File: config.mk
export PLATFORM = sky130hd
export DESIGN_NAME = rv32_divider
export DESIGN_NICKNAME = d
export VERILOG_FILES = /design/src/rtl/rv32m_pkg.sv /design/src/rtl/div_step.sv /design/src/rtl/rv32_divider.sv
export SDC_FILE = /design/constraint.sdc
export NUM_CORES = 1
export LEC_CHECK = 0
export ABC_AREA = 0
export CAP_MARGIN = 40
export CORE_MARGIN = 2
export CORE_UTILIZATION = 60
export CTS_BUF_LIST = sky130_fd_sc_hd__clkbuf_4 sky130_fd_sc_hd__clkbuf_8
export CTS_CLUSTER_DIAMETER = 200
export DETAILED_ROUTE_END_ITERATION = 7
export PLACE_DENSITY = 0.89
export SETUP_SLACK_MARGIN = 0.05
export SLEW_MARGIN = 10
export SYNTH_ARGS = -nofsm -noshare
export SYNTH_HDL_FRONTEND = slang
export SYNTH_SLANG_ARGS = --single-unit
File: constraint.sdc
create_clock -name clk -period 6.85 [get_ports clk]
set_clock_uncertainty 0.05 [all_clocks]
set_input_delay 0.685 -clock clk [delete_from_list [all_inputs] [get_ports clk]]
set_output_delay 0.685 -clock clk [all_outputs]
set_load 0.01 [all_outputs]
File: src/rtl/rv32m_pkg.sv
// Shared types and constants for the RV32M divide unit.
package rv32m_pkg;

  localparam int DEFAULT_XLEN = 32;

  // Matches funct3[1:0] of DIV/DIVU/REM/REMU: bit0 = unsigned, bit1 = remainder.
  typedef enum logic [1:0] {
    OP_DIV  = 2'b00,
    OP_DIVU = 2'b01,
    OP_REM  = 2'b10,
    OP_REMU = 2'b11
  } div_op_e;

  typedef enum logic [1:0] {
    S_IDLE = 2'b00,
    S_CALC = 2'b01,
    S_DONE = 2'b10
  } div_state_e;

endpackage

File: src/rtl/div_step.sv
// One restoring-division iteration: shift in the next dividend bit,
// trial-subtract the divisor, keep the difference only if it did not borrow.
module div_step #(
  parameter int W = 32
) (
  input  logic [W:0]   r,
  input  logic         q_msb,
  input  logic [W-1:0] dvsr,
  output logic [W:0]   r_nxt,
  output logic         q_bit
);

  logic [W:0] rs;
  logic [W:0] d;
  // The partial remainder is always below the divisor, so its top bit is zero.
  logic       unused_r_msb;

  assign unused_r_msb = r[W];
  assign rs = {r[W-1:0], q_msb};
  // Subtract as add of inverted divisor with carry-in 1; d[W] set means borrow.
  assign d     = rs + {1'b1, ~dvsr} + {{W{1'b0}}, 1'b1};
  assign q_bit = ~d[W];
  assign r_nxt = q_bit ? d : rs;

endmodule

File: src/rtl/rv32_divider.sv
// Iterative restoring divider for RV32M DIV/DIVU/REM/REMU.
// One quotient bit per CALC cycle; divide-by-zero and signed overflow
// are resolved in the accept cycle and go straight to DONE.
module rv32_divider
  import rv32m_pkg::*;
#(
  parameter  int XLEN  = DEFAULT_XLEN,
  localparam int CNT_W = $clog2(XLEN) + 1
) (
  input  logic            clk,
  input  logic            rst_n,
  input  logic            start_valid,
  output logic            start_ready,
  input  logic [1:0]      op,
  input  logic [XLEN-1:0] dividend,
  input  logic [XLEN-1:0] divisor,
  output logic            result_valid,
  input  logic            result_ready,
  output logic [XLEN-1:0] result,
  output logic            busy
);

  div_state_e state, state_nxt;

  logic             is_rem_q, neg_q_q, neg_r_q;
  logic [XLEN:0]    r_q;
  logic [XLEN-1:0]  q_q, dvsr_q, result_q;
  logic [CNT_W-1:0] count_q;

  div_op_e          op_e;
  logic             accept, op_signed, op_rem;
  logic             a_neg, b_neg, div_zero, ovf, fast;
  logic [XLEN-1:0]  a_mag, b_mag, fast_res;
  logic             last;

  logic [XLEN:0]    step_r;
  logic             step_q;
  logic [XLEN-1:0]  q_fin, r_fin, q_fix, r_fix;

  assign op_e      = div_op_e'(op);
  assign op_signed = (op_e == OP_DIV) || (op_e == OP_REM);
  assign op_rem    = (op_e == OP_REM) || (op_e == OP_REMU);
  assign accept    = start_valid & start_ready;

  assign a_neg = op_signed & dividend[XLEN-1];
  assign b_neg = op_signed & divisor[XLEN-1];
  assign a_mag = a_neg ? -dividend : dividend;
  assign b_mag = b_neg ? -divisor  : divisor;

  // Both special cases are architecturally defined, no iteration needed.
  assign div_zero = (divisor == '0);
  assign ovf      = op_signed && (dividend == {1'b1, {(XLEN-1){1'b0}}})
                    && (divisor == '1);
  assign fast     = div_zero | ovf;
  assign fast_res = div_zero ? (op_rem ? dividend : '1)
                             : (op_rem ? '0 : dividend);

  div_step #(.W(XLEN)) u_step (
    .r     (r_q),
    .q_msb (q_q[XLEN-1]),
    .dvsr  (dvsr_q),
    .r_nxt (step_r),
    .q_bit (step_q)
  );

  assign last  = (count_q == CNT_W'(XLEN - 1));
  // Final step's outputs feed the sign fix-up directly so DONE holds the answer.
  assign q_fin = {q_q[XLEN-2:0], step_q};
  assign r_fin = step_r[XLEN-1:0];
  assign q_fix = neg_q_q ? -q_fin : q_fin;
  assign r_fix = neg_r_q ? -r_fin : r_fin;

  // State register.
  always_ff @(posedge clk or negedge rst_n) begin
    if (!rst_n) state <= S_IDLE;
    else        state <= state_nxt;
  end

  // Next-state and handshake outputs.
  always_comb begin
    state_nxt    = state;
    start_ready  = 1'b0;
    result_valid = 1'b0;
    busy         = 1'b0;
    case (state)
      S_IDLE: begin
        start_ready = 1'b1;
        if (start_valid) state_nxt = fast ? S_DONE : S_CALC;
      end
      S_CALC: begin
        busy = 1'b1;
        if (last) state_nxt = S_DONE;
      end
      S_DONE: begin
        busy         = 1'b1;
        result_valid = 1'b1;
        if (result_ready) state_nxt = S_IDLE;
      end
      default: state_nxt = S_IDLE;
    endcase
  end

  // Operand capture, iteration datapath and result register.
  always_ff @(posedge clk or negedge rst_n) begin
    if (!rst_n) begin
      is_rem_q <= 1'b0;
      neg_q_q  <= 1'b0;
      neg_r_q  <= 1'b0;
      r_q      <= '0;
      q_q      <= '0;
      dvsr_q   <= '0;
      count_q  <= '0;
      result_q <= '0;
    end else begin
      if (accept) begin
        is_rem_q <= op_rem;
        neg_q_q  <= a_neg ^ b_neg;
        neg_r_q  <= a_neg;
        r_q      <= '0;
        q_q      <= a_mag;
        dvsr_q   <= b_mag;
        count_q  <= '0;
        if (fast) result_q <= fast_res;
      end else if (state == S_CALC) begin
        r_q     <= step_r;
        q_q     <= q_fin;
        count_q <= count_q + CNT_W'(1);
        if (last) result_q <= is_rem_q ? r_fix : q_fix;
      end
    end
  end

  assign result = result_q;

endmodule
==> results of run 1 <==
==> registers in the layout, indices dropped and copies added (netlist names) <==
register,cells
neg_q_q,1
result,32
is_rem_q,1
r_q,32
neg_r_q,1
dvsr_q,32
state,2
count_q,6
q_q,32
==> final timing paths <==
kind,cells after the start,slack (ns),to,from
worst max-delay path,21,1.63,result[30]$_DFFE_PN0P_,q_q[31]$_DFFE_PN0P_
worst min-delay path,1,0.15,dvsr_q[0]$_DFFE_PN0P_,rst_n
worst max register to register,21,1.63,result[30]$_DFFE_PN0P_,q_q[31]$_DFFE_PN0P_
worst min register to register,2,0.44,dvsr_q[29]$_DFFE_PN0P_,dvsr_q[29]$_DFFE_PN0P_
max in group asynchronous,3,5.40,q_q[21]$_DFFE_PN0P_,rst_n
min in group clk,2,0.44,dvsr_q[29]$_DFFE_PN0P_,dvsr_q[29]$_DFFE_PN0P_
==> cell type report <==
type	count	area (um^2)
diodes	1	2.50
clock buffers	18	248
clock inverters	14	185
fillers	1618	6230
inverters	68	255
multi-input cells	1211	8080
flip-flops and latches	139	3480
well taps	270	338
repair buffers	123	1220
==> cell usage in the layout, fill, tap and decap left out, types with 7 or more instances in the layout <==
cell type,n
a211o_1,9
a211oi_1,32
a21o_1,8
a21oi_1,84
a21oi_2,7
a31oi_1,25
and2_1,8
and3_1,10
buf_4,16
clkbuf_8,18
clkdlybuf4s50_1,103
dfrtp_1,139
ha_1,40
inv_1,65
maj3_1,19
mux2_2,11
mux2i_1,69
nand2_1,153
nand2b_1,13
nand3_1,22
nand4_1,24
nor2_1,148
nor2b_1,10
nor3_1,30
nor4_1,15
o21ai_0,138
o31ai_1,25
o41ai_1,11
or2_2,9
or3_1,21
or4_1,8
xnor2_1,74
xor2_1,61
==> synth_stat cells (13+ instances only) <==
master	n	area (um^2)
xnor2_1	74	648
nand4_1	24	150
a211oi_1	32	240
inv_1	65	244
nor4_1	15	93.8
maj3_1	19	190
nor3_1	30	150
buf_2	18	90.1
xor2_1	61	534
ha_1	41	513
a21oi_1	84	420
nand3_1	22	110
or3_1	21	131
clkbuf_1	60	225
dfrtp_1	139	3480
nand2_1	154	578
nor2_1	148	556
mux2i_1	69	691
a31oi_1	25	156
o21ai_0	138	691
o31ai_1	25	188
nand2b_1	13	81.3
==> cells by family (layout without fill, tap and decap cells) <==
group | after synthesis | after routing | share of synthesized area
compound gates | 433 | 433 | 0.236
mux | 81 | 81 | 0.0683
other cells | 0 | 1 | 0
xor+xnor | 136 | 136 | 0.0996
fa+ha+maj | 61 | 61 | 0.0595
simple gates | 500 | 500 | 0.200
flops | 139 | 139 | 0.286
buf+inv | 155 | 223 | 0.0507
==> worst max-delay path, stage by stage, from the launching register on <==
cell and delay, ns:
dfrtp_1 0.42, inv_1 0.07, ha_1 0.15, inv_1 0.05, fa_1 0.43, a211oi_2 0.25
o211ai_2 0.16, a211oi_2 0.31, o21ai_2 0.14, o22a_4 0.22, xor2_4 0.24, inv_2 0.07
mux2i_1 0.27, ha_1 0.22, inv_1 0.09, nor4b_1 0.41, nand4_1 0.14, mux2_4 0.37
or4b_4 0.52, o41ai_4 0.23, xnor2_1 0.15, a31oi_1 0.10
==> where the power goes <==
group / switching (mW) / internal [mW] / leakage [nW]
combinational: 3.48 / 2.15 / 3.55
sequential: 0.356 / 1.11 / 1.79
clock: 0.372 / 0.378 / 0.220
==> through the flow <==
| stage | hold WS [ns] | utilization | total power, mW |
|---|---|---|---|
| floorplan | 0.339 | - | 5.70 |
| global placement | 0.417 | 0.664 | 6.79 |
| detailed placement | 0.419 | 0.667 | 6.93 |
| CTS | 0.163 | 0.689 | 7.72 |
| global route | 0.203 | 0.689 | 8.40 |
| finish | 0.148 | 0.689 | 7.85 |
==> metal layers <==
layer,vias to the layer above,wire (um),GRT usage
met1,5717,14400,0.410
li1,5576,-,-
met4,2,1780,0.173
met5,-,13,0
met3,144,2350,0.0644
met2,561,16800,0.543
==> impl_metrics.yaml, run 1 <==
routing:
  vias: 12000
  wirelength_um: 35300
  drc: 0
  dr.pass1.iters: 6
  vias_per_cell: 6.51
  drt_iter0_drc: 1167
  ant_nets: 0
  routedWlPerCell_um: 19.1
placement:
  placed_cells_incl_taps: 1811
  portBuffers: 104
  dpl.hpwl_um: 25900
  place_ws_ns: 1.75
  place_congestion: 0.927
  dpl-instance-area_um2: 13400
sta:
  tns_ns: 0
  report.final.hold_viol_count: 0
  max_slew_margin: 0.368
  slew_violations: 0
  rsz0062_at_grt: "no"
  setup_ws_ns: 1.63
  fmax_mhz: 191
  setup_viol: 0
  min_period_ns: 5.22
  worstMarginPinSlew_ns: 0.949
  period_share: 0.763
floorplanning:
  num_rows: 52
  fp.dieH_um: 146
  ios: 105
  die_area_um2: 21400
  die_w_um: 146
  start_util: 0.606
  core_area_um2: 20000
job:
  cap_violations: 0
clocking:
  clkSinkCount: 139
  clock_path_buffers: 2
  htreeDepth: 4
  cts_tree: "built"
  holdBufCountCts: 0
  path_clk_slew_ns: 0.09
  clk_latency_ns: 0.48
  clock-root-buffer: "clkbuf_8"
  postCtsSetupRepairBufs: 0
  cts_buffers: 17
  cts_resized: 0
worst_setup_path:
  crit_fanout: 8
  critPathArrivalTime_ns: 5.51
  critPathLaunchType: "register"
  cp-end-kind: "register"
  path_class: "register to register"
  required_ns: 7.14
layout:
  final_area_um2: 13800
  nets: 1672
  area_growth_pct: 13.6
  layout-drive-gt1-share: 0.0737
  stdcell_count: 1844
logic_synthesis:
  async_reset_ff_frac: 1.00
  yosysWarnings: 0
  synth.avg_cell_area_um2: 8.07
  synth_edf_count: 0
  synth_seq_cells: 139
  synth-main-ff-cell: "dfrtp_1"
  yosys.cell_types.count: 99
  syn_nets: 1617
  ys_seq_area_frac: 0.286
  netlist_area_um2: 12200
  syn_inst: 1505
pwr:
  power.leakage_nw: 5.56
  peakVddDrop_v: 0.000453
  pwr_density_cell_nw_per_um2: 568
global_routing:
  grt_usage: 0.329
  grt_max_degree: 90
  gr-total-overflow: 0
  grt_pass1_wl_um: 57300
  grt_pass1_vias: 11706
  antenna_found_initial: 2
min_path:
  min_path_type: "input port to asynchronous set/reset pin"
status:
  status: "complete, no violations"
Note: power is estimated with default switching activity, not from simulation.
==> run 2: changes to the inputs <==
--- a/config.mk
+++ b/config.mk
@@ -8,11 +8,11 @@
 export ABC_AREA = 0
 export CAP_MARGIN = 40
 export CORE_MARGIN = 2
-export CORE_UTILIZATION = 60
+export CORE_UTILIZATION = 55
 export CTS_BUF_LIST = sky130_fd_sc_hd__clkbuf_4 sky130_fd_sc_hd__clkbuf_8
 export CTS_CLUSTER_DIAMETER = 200
 export DETAILED_ROUTE_END_ITERATION = 7
-export PLACE_DENSITY = 0.89
+export PLACE_DENSITY = 0.86
 export SETUP_SLACK_MARGIN = 0.05
 export SLEW_MARGIN = 10
 export SYNTH_ARGS = -nofsm -noshare
==> constraint.sdc (replaced) <==
create_clock -name clk -period 4.8 [get_ports clk]
set_clock_uncertainty 0.05 [all_clocks]
set_input_delay 0.48 -clock clk [delete_from_list [all_inputs] [get_ports clk]]
set_output_delay 0.48 -clock clk [all_outputs]
set_load 0.01 [all_outputs]
==> run 2 against run 1 <==
Effect of this change:
- combinational power rose by 56%
- critical path depth fell by 1
- routed wire length rose by 3.6%
- hold slack improved by 0.24 ns
- the flow now finishes with violations (negative setup slack)
- first-iteration DRC count rose by 15%
- count of clock-buffer cells in the layout fell by 1
- total power rose by 51%
- sequential power rose by 41%
==> impl_metrics.yaml, run 2 (same netlist as run 1, synthesis figures left out) <==
worst_setup_path:
  required_ns: 5.09
  crit_fanout: 5
  cp-end-kind: "register"
  critPathArrivalTime_ns: 5.19
  critPathLaunchType: "register"
  path_class: "register to register"
routing:
  drt_iter0_drc: 1339
  vias_per_cell: 6.35
  dr.pass1.iters: 6
  drc: 0
  routedWlPerCell_um: 19.2
  ant_nets: 0
  wirelength_um: 36600
  vias: 12089
global_routing:
  gr-total-overflow: 0
  grt_usage: 0.310
  grt_max_degree: 80
  antenna_found_initial: 1
  grt_pass1_vias: 11864
  grt_pass1_wl_um: 59500
layout:
  post-route-util: 0.658
  mostFrequentLayoutCells: "nand2_1, nor2_1, dfrtp_1"
  area_growth_pct: 17.8
  layout-drive-gt1-share: 0.112
  nets: 1721
  stdcell_count: 1903
  final_common_cell: "nand2_1"
  final_area_um2: 14300
sta:
  slew_violations: 0
  fmax_mhz: 204
  rsz0062_at_grt: "yes"
  setup_ws_ns: -0.0985
  min_period_ns: 4.90
  report.final.hold_viol_count: 0
  worstMarginPinSlew_ns: 0.859
  period_share: 1.02
  tns_ns: -0.297
  max_slew_margin: 0.423
  setup_viol: 4
min_path:
  min_path_type: "input port to asynchronous set/reset pin"
clocking:
  clock_path_buffers: 2
  clkSinkCount: 139
  htreeDepth: 4
  clk_latency_ns: 0.47
  clock-root-buffer: "clkbuf_8"
  cts_tree: "built"
  path_clk_slew_ns: 0.09
  cts_buffers: 17
placement:
  placed_cells_incl_taps: 1860
  dpl-instance-area_um2: 13700
  dpl.hpwl_um: 26500
  portBuffers: 104
  place_congestion: 0.951
pwr:
  pwr_density_cell_nw_per_um2: 829
  peakVddDrop_v: 0.000627
  p_total_mw: 11.9
  power.leakage_nw: 5.78
status:
  violations: "negative setup slack"
  status: "finished with violations"
job:
  cap_violations: 0
floorplanning:
  ios: 105
  num_rows: 54
  die_w_um: 153
  start_util: 0.559
  core_area_um2: 21800
  die_area_um2: 23300
  fp.dieH_um: 153
-- run 2: metal layers --
| layer | up-vias | part of all wire | global-route usage |
|---|---|---|---|
| met2 | 538 | 0.48 | 0.508 |
| li1 | 5680 | - | - |
| met4 | 0 | 0.050 | 0.146 |
| met3 | 132 | 0.069 | 0.0492 |
| met5 | - | 0 | 0 |
| met1 | 5739 | 0.41 | 0.401 |
-- run 2: final timing paths --
path / from / depth (start not counted) / slack (ns) / end
worst max-delay path: q_q[31]$_DFFE_PN0P_ / 20 / -0.1 / result[30]$_DFFE_PN0P_
worst min-delay path: rst_n / 2 / 0.38 / dvsr_q[4]$_DFFE_PN0P_
worst max register to register: q_q[31]$_DFFE_PN0P_ / 20 / -0.1 / result[30]$_DFFE_PN0P_
worst min register to register: dvsr_q[11]$_DFFE_PN0P_ / 2 / 0.43 / dvsr_q[11]$_DFFE_PN0P_
max in group asynchronous: rst_n / 4 / 3.15 / result[8]$_DFFE_PN0P_
min in group clk: dvsr_q[11]$_DFFE_PN0P_ / 2 / 0.43 / dvsr_q[11]$_DFFE_PN0P_
-- run 2: repair_timing --
action	4_1_cts	5_1_grt
pin swaps	4	17
hold buffers	1	0
setup endpoints to repair	6	12
gates resized for setup	6	28
buffers inserted	3	6
hold endpoints to repair	29	0
-- run 2: critical path, stage by stage, from the launching register on --
cell and delay (ns):
dfrtp_1 0.38, inv_1 0.07, ha_2 0.19, inv_2 0.04, fa_2 0.39, a211oi_4 0.29
o211ai_2 0.17, a211oi_2 0.34, o21ai_2 0.11, o22a_4 0.21, xor2_4 0.26, inv_4 0.07
mux2i_4 0.18, ha_2 0.22, nand3_2 0.07, or4_1 0.41, mux2_4 0.30, or4b_4 0.51
o41ai_4 0.23, xnor2_1 0.16, a31oi_1 0.10
-- run 2: final cells by class --
| cell class | count | area (um^2) |
|---|---|---|
| Antenna cell | 1 | 2.50 |
| Clock buffer | 17 | 234 |
| Clock inverter | 15 | 153 |
| Fill cell | 1782 | 7440 |
| Inverter | 68 | 258 |
| Multi-Input combinational cell | 1211 | 8210 |
| Sequential cell | 139 | 3480 |
| Tap cell | 280 | 350 |
| Timing Repair Buffer | 172 | 1630 |
-- run 2: metrics by stage --
step           setup WS [ns]  hold slack, ns
3_5_place_dp          -0.101           0.329
4_1_cts             0.000140           0.390
5_1_grt               -0.286           0.413
2_1_floorplan         -0.154           0.134
6_report             -0.0985           0.385
3_3_place_gp          0.0692           0.417
-- run 2: power by group --
| part | total, mW | internal (mW) | switching [mW] |
|---|---|---|---|
| clock network | 1.00 | 0.429 | 0.572 |
| logic | 8.79 | 3.54 | 5.25 |
| registers | 2.08 | 1.58 | 0.494 |
==> run 3: changes to the inputs <==
--- a/config.mk
+++ b/config.mk
@@ -10,7 +10,6 @@
 export CORE_MARGIN = 2
 export CORE_UTILIZATION = 55
 export CTS_BUF_LIST = sky130_fd_sc_hd__clkbuf_4 sky130_fd_sc_hd__clkbuf_8
-export CTS_CLUSTER_DIAMETER = 200
 export DETAILED_ROUTE_END_ITERATION = 7
 export PLACE_DENSITY = 0.86
 export SETUP_SLACK_MARGIN = 0.05
@@ -18,3 +17,4 @@
 export SYNTH_ARGS = -nofsm -noshare
 export SYNTH_HDL_FRONTEND = slang
 export SYNTH_SLANG_ARGS = --single-unit
+export TNS_END_PERCENT = 100
==> results of run 3 <==
Final layout, timing and power as in run 2 (identical DEF).
